## config.mk

```make
export PLATFORM = sky130hd
export DESIGN_NAME = apb_initiator
export DESIGN_NICKNAME = d
export VERILOG_FILES = /design/src/rtl/apb_initiator.sv
export SDC_FILE = /design/constraint.sdc
export NUM_CORES = 1
export LEC_CHECK = 0
export CAP_MARGIN = 25
export CORE_ASPECT_RATIO = 0.7
export CORE_MARGIN = 2
export CORE_UTILIZATION = 30
export DETAILED_ROUTE_END_ITERATION = 6
export PLACE_DENSITY = 0.66
export SYNTH_ARGS = -nofsm -noshare
export SYNTH_HDL_FRONTEND = slang
export SYNTH_SLANG_ARGS = --single-unit
```

## constraint.sdc

```tcl
create_clock -name PCLK -period 2.2 [get_ports PCLK]
set_clock_uncertainty 0.2 [all_clocks]
set_input_delay 0.33 -clock PCLK [delete_from_list [all_inputs] [get_ports PCLK]]
set_output_delay 0.33 -clock PCLK [all_outputs]
set_load 0.05 [all_outputs]
```

## src/rtl/apb_initiator.sv

```systemverilog
// APB3 initiator: turns a valid/ready command stream into single APB transfers
// with PREADY wait states, a wait-state timeout and misaligned-address rejection.
module apb_initiator #(
  parameter int ADDR_W  = 32,
  parameter int DATA_W  = 32,
  parameter int TIMEOUT = 16
) (
  input  logic              PCLK,
  input  logic              PRESETn,
  input  logic              cmd_valid,
  output logic              cmd_ready,
  input  logic              cmd_write,
  input  logic [ADDR_W-1:0] cmd_addr,
  input  logic [DATA_W-1:0] cmd_wdata,
  output logic              rsp_valid,
  input  logic              rsp_ready,
  output logic [DATA_W-1:0] rsp_rdata,
  output logic              rsp_err,
  output logic              PSEL,
  output logic              PENABLE,
  output logic              PWRITE,
  output logic [ADDR_W-1:0] PADDR,
  output logic [DATA_W-1:0] PWDATA,
  input  logic [DATA_W-1:0] PRDATA,
  input  logic              PREADY
);

  localparam int CW = (TIMEOUT > 0) ? $clog2(TIMEOUT + 1) : 1;
  localparam logic [CW-1:0] TMO_C = CW'(TIMEOUT);

  typedef enum logic [1:0] {
    ST_IDLE   = 2'd0,
    ST_SETUP  = 2'd1,
    ST_ACCESS = 2'd2,
    ST_RESP   = 2'd3
  } state_t;

  state_t            state_r, state_s;
  logic [CW-1:0]     wait_cnt_r, wait_cnt_s;
  logic              cmd_ready_r, cmd_ready_s;
  logic              rsp_valid_r, rsp_valid_s;
  logic [DATA_W-1:0] rsp_rdata_r, rsp_rdata_s;
  logic              rsp_err_r, rsp_err_s;
  logic              psel_r, psel_s;
  logic              penable_r, penable_s;
  logic              pwrite_r, pwrite_s;
  logic [ADDR_W-1:0] paddr_r, paddr_s;
  logic [DATA_W-1:0] pwdata_r, pwdata_s;

  // Next-state and next-output logic; every output is the registered copy of these.
  always_comb begin
    state_s     = state_r;
    wait_cnt_s  = wait_cnt_r;
    rsp_rdata_s = rsp_rdata_r;
    rsp_err_s   = rsp_err_r;
    pwrite_s    = pwrite_r;
    paddr_s     = paddr_r;
    pwdata_s    = pwdata_r;
    case (state_r)
      ST_IDLE: begin
        if (cmd_valid && cmd_ready_r) begin
          pwrite_s = cmd_write;
          paddr_s  = cmd_addr;
          pwdata_s = cmd_wdata;
          if (cmd_addr[1:0] != 2'b00) begin
            state_s     = ST_RESP;
            rsp_err_s   = 1'b1;
            rsp_rdata_s = {DATA_W{1'b0}};
          end else begin
            state_s    = ST_SETUP;
            wait_cnt_s = {CW{1'b0}};
          end
        end else begin
          state_s = ST_IDLE;
        end
      end
      ST_SETUP: begin
        state_s = ST_ACCESS;
      end
      ST_ACCESS: begin
        if (PREADY) begin
          state_s     = ST_RESP;
          rsp_err_s   = 1'b0;
          rsp_rdata_s = pwrite_r ? {DATA_W{1'b0}} : PRDATA;
        end else begin
          // wait_cnt_s counts elapsed ACCESS cycles, so the timeout lands after exactly TIMEOUT of them
          wait_cnt_s = wait_cnt_r + CW'(1);
          if ((TIMEOUT != 0) && (wait_cnt_s == TMO_C)) begin
            state_s     = ST_RESP;
            rsp_err_s   = 1'b1;
            rsp_rdata_s = {DATA_W{1'b0}};
          end else begin
            state_s = ST_ACCESS;
          end
        end
      end
      ST_RESP: begin
        if (rsp_ready) begin
          state_s = ST_IDLE;
        end else begin
          state_s = ST_RESP;
        end
      end
      default: begin
        state_s = ST_IDLE;
      end
    endcase
    psel_s      = (state_s == ST_SETUP) || (state_s == ST_ACCESS);
    penable_s   = (state_s == ST_ACCESS);
    rsp_valid_s = (state_s == ST_RESP);
    cmd_ready_s = (state_s == ST_IDLE);
  end

  // State, wait counter and output registers with synchronous active-low reset.
  always_ff @(posedge PCLK) begin
    if (!PRESETn) begin
      state_r     <= ST_IDLE;
      wait_cnt_r  <= {CW{1'b0}};
      cmd_ready_r <= 1'b0;
      rsp_valid_r <= 1'b0;
      rsp_rdata_r <= {DATA_W{1'b0}};
      rsp_err_r   <= 1'b0;
      psel_r      <= 1'b0;
      penable_r   <= 1'b0;
      pwrite_r    <= 1'b0;
      paddr_r     <= {ADDR_W{1'b0}};
      pwdata_r    <= {DATA_W{1'b0}};
    end else begin
      state_r     <= state_s;
      wait_cnt_r  <= wait_cnt_s;
      cmd_ready_r <= cmd_ready_s;
      rsp_valid_r <= rsp_valid_s;
      rsp_rdata_r <= rsp_rdata_s;
      rsp_err_r   <= rsp_err_s;
      psel_r      <= psel_s;
      penable_r   <= penable_s;
      pwrite_r    <= pwrite_s;
      paddr_r     <= paddr_s;
      pwdata_r    <= pwdata_s;
    end
  end

  assign cmd_ready = cmd_ready_r;
  assign rsp_valid = rsp_valid_r;
  assign rsp_rdata = rsp_rdata_r;
  assign rsp_err   = rsp_err_r;
  assign PSEL      = psel_r;
  assign PENABLE   = penable_r;
  assign PWRITE    = pwrite_r;
  assign PADDR     = paddr_r;
  assign PWDATA    = pwdata_r;

endmodule

```

==> flow_summary.toml <==
[placement]
dp_cells = 869
dp_hpwl_um = 9273
dp_slack_ps = 87.18
globalplace.congestion = 0.8513
io_buffers = 203

[grt]
top_usage_layer = "met2"
use_met1 = 0.2250
grt_pass1_vias = 3958
grt_pass1_wl_um = 20690
met2_usage = 0.2464
gr-total-overflow = 0
antenna_found_initial = 0
grt_max_degree = 60
track_usage = 0.1633
use_met3 = 0.05415

[cts]
clk_latency_ps = 340
cts_setup_buffers = 0
cts_buffers = 9
clk_pin_slew_ps = 80
root_buffer = "clkbuf_16"
clk_path_buf_depth = 2
post_cts_resize_count = 0
clock_sinks = 109
postCtsHoldBufs = 0
cts_max_level = 3
cts_tree = "built"

[route]
routed_wl_um = 13030
drtIter0Drc = 235
vias = 4287
routedWlPerCell_um = 14.72
vias_per_cell = 4.844
route.detailed.drc = 0
ant_nets = 0
firstDrtPassIters = 5

[sta]
grt_setup_unrepaired = "no"
hold_violations = 0
finalCriticalPeriod_ps = 2116
fmax_ghz = 0.4725
setup_viol = 0
finalSetupTns_ps = 0
maxSlewHeadroom = 0.6290
fin_crit_sh = 0.9620
final_max_slew_viol_count = 0
worst_slew_pin_slew_ps = 554.8
final.setup.worst_slack_ps = 83.54

[pwr]
pwr-share-comb = 0.284
p_total_mw = 5.617
leakagePower_nw = 2.363
peakVddDrop_uv = 389.7
switching_share = 0.3300
p_int_mw = 3.763
powerDensity_mw_per_mm2 = 804.7
pwr-share-seq = 0.399
clockPowerShare = 0.317
power.switching_mw = 1.854

[critical_path]
endpoint_kind = "output pin"
slowest_delay_ps = 860
crit_path_top_delay_cell = "clkdlybuf4s50_1"
crit_required_ps = 1670
crit_family = "buffers and inverters"
worst-path-max-fanout = 3
crit_path_start_kind = "register"
critPathKind = "register to output pin"
critPathBufInv = 1
crit_chain = "clkdlybuf4s50_1"
arrival_ps = 1590

[flow_run]
max-cap-violations = 0

[final_layout]
drive_above_1_share = 0.06187
stdcell_count = 885
syn2layout_area_growth_pct = 60.27
diodes = 0
fin_nets = 796

[synthesis]
yosysMostFrequentCell = "nand2_1"
synth_seq_cells = 109
synthCells = 503
ys_types = 34
syn_area_per_cell_um2 = 8.659
synth_top_area_frac = 0.5010
yosysWarnings = 0
syn_nets = 609
syn_area_mm2 = 0.004355
async_reset_ff_frac = 0
synthTopCellsByArea = "dfxtp_1, nand2_1, a21boi_0"
synth_common_cells = "nand2_1, dfxtp_1, a21boi_0"
synthFlopType = "dfxtp_1"
synth-edff-count = 0
ys_seq_area_frac = 0.5010
yosysTopAreaCell = "dfxtp_1"

[die]
dieWidth_um = 148.0
coreArea_mm2 = 0.01405
io_pins = 204
die-area_mm2 = 0.01551
start_util = 0.3099
die_h_um = 104.8
rows = 36

[min_path]
hp-class = "register to register"

[outcome]
outcome = "completed"
sequential cells by signal, indices dropped and copies added, names as in the netlist, 2 cells and up:
register / flops
PADDR: 32
PWDATA: 32
state_r: 2
wait_cnt_r: 5
rsp_rdata: 32
logic make-up after synthesis:
group / synth area share
AO/OA/AOI/OAI: 0.2419
adder cells (fa/ha/maj): 0.01149
buffers and inverters: 0.04568
flip-flops: 0.5010
AND/OR/NAND/NOR: 0.1999
worst paths after layout:
kind / from / to / slack, ps / cells past startpoint
worst min register to register: PWDATA[4]$_SDFFE_PN0P_ / PWDATA[4]$_SDFFE_PN0P_ / 260 / 2
worst min-delay path: PWDATA[4]$_SDFFE_PN0P_ / PWDATA[4]$_SDFFE_PN0P_ / 260 / 2
worst max-delay path: rsp_err$_SDFFE_PN0P_ / rsp_err / 80 / 1
worst max register to register: state_r[0]$_SDFF_PN0_ / PSEL$_SDFF_PN0_ / 330 / 6
power groups by stage:
stage          Combinational, mW  Clock, mW  Sequential, mW
3_5_place_dp                1.60          0            2.29
2_1_floorplan              0.398          0            2.80
6_report                    1.59       1.78            2.24
5_1_grt                     1.69       1.93            2.26
3_3_place_gp                1.58          0            2.28
4_1_cts                     1.60       1.86            2.24
layout make-up:
cell class	instances	area (um^2)
fill	1296	7073
timing repair buffer	220	2215
sequential	109	2182
multi-input combinational	347	2006
tap	190	237.7
clock buffer	9	225.2
clock inverter	7	103.9
inverter	3	11.26
layer usage:
metal	routed length, um	up-vias
li1	-	2120
met1	6158	2004
met2	5736	153
met3	1007	10
met4	125	0
met5	0	-
placed cells by master (no fill, tap or decap):
cell | synthesis | final
nor2_1 | 4 | 4
nand4bb_4 | 0 | 1
nand3_1 | 36 | 36
inv_6 | 0 | 1
nor3_1 | 2 | 2
o21ai_0 | 27 | 27
ha_1 | 4 | 4
nor3b_4 | 0 | 1
buf_4 | 0 | 15
clkinv_2 | 0 | 1
o221a_2 | 1 | 1
o211ai_1 | 1 | 1
nor2b_1 | 2 | 2
a21boi_1 | 1 | 1
a21oi_1 | 4 | 4
and2_1 | 5 | 5
dfxtp_1 | 109 | 109
clkinvlp_4 | 0 | 1
bufinv_16 | 0 | 2
inv_8 | 0 | 2
or3b_1 | 1 | 1
o31a_1 | 3 | 3
nor4_4 | 0 | 1
a41oi_1 | 1 | 1
nand2_1 | 135 | 135
a21oi_2 | 2 | 2
a32oi_1 | 32 | 32
nand4b_1 | 1 | 1
or3_1 | 2 | 2
inv_1 | 3 | 3
a21boi_0 | 66 | 66
nand3b_1 | 3 | 3
clkbuf_16 | 0 | 9
and2b_1 | 1 | 1
and4bb_2 | 1 | 1
clkdlybuf4s50_1 | 0 | 200
o21ai_1 | 7 | 7
o311ai_0 | 1 | 1
buf_12 | 0 | 5
and3_1 | 1 | 1
through the flow:
stage | utilization | hold WS [ps] | cell area, um^2
final | 0.4967 | 261.0 | 6980
after global routing | 0.4967 | 277.3 | 6980
after CTS | 0.4967 | 244.8 | 6980
after detailed placement | 0.4733 | 255.1 | 6651
after global placement | 0.4733 | 248.4 | 6651
after floorplan | - | 249.2 | 4355
Note: power is estimated with default switching activity, not from simulation.
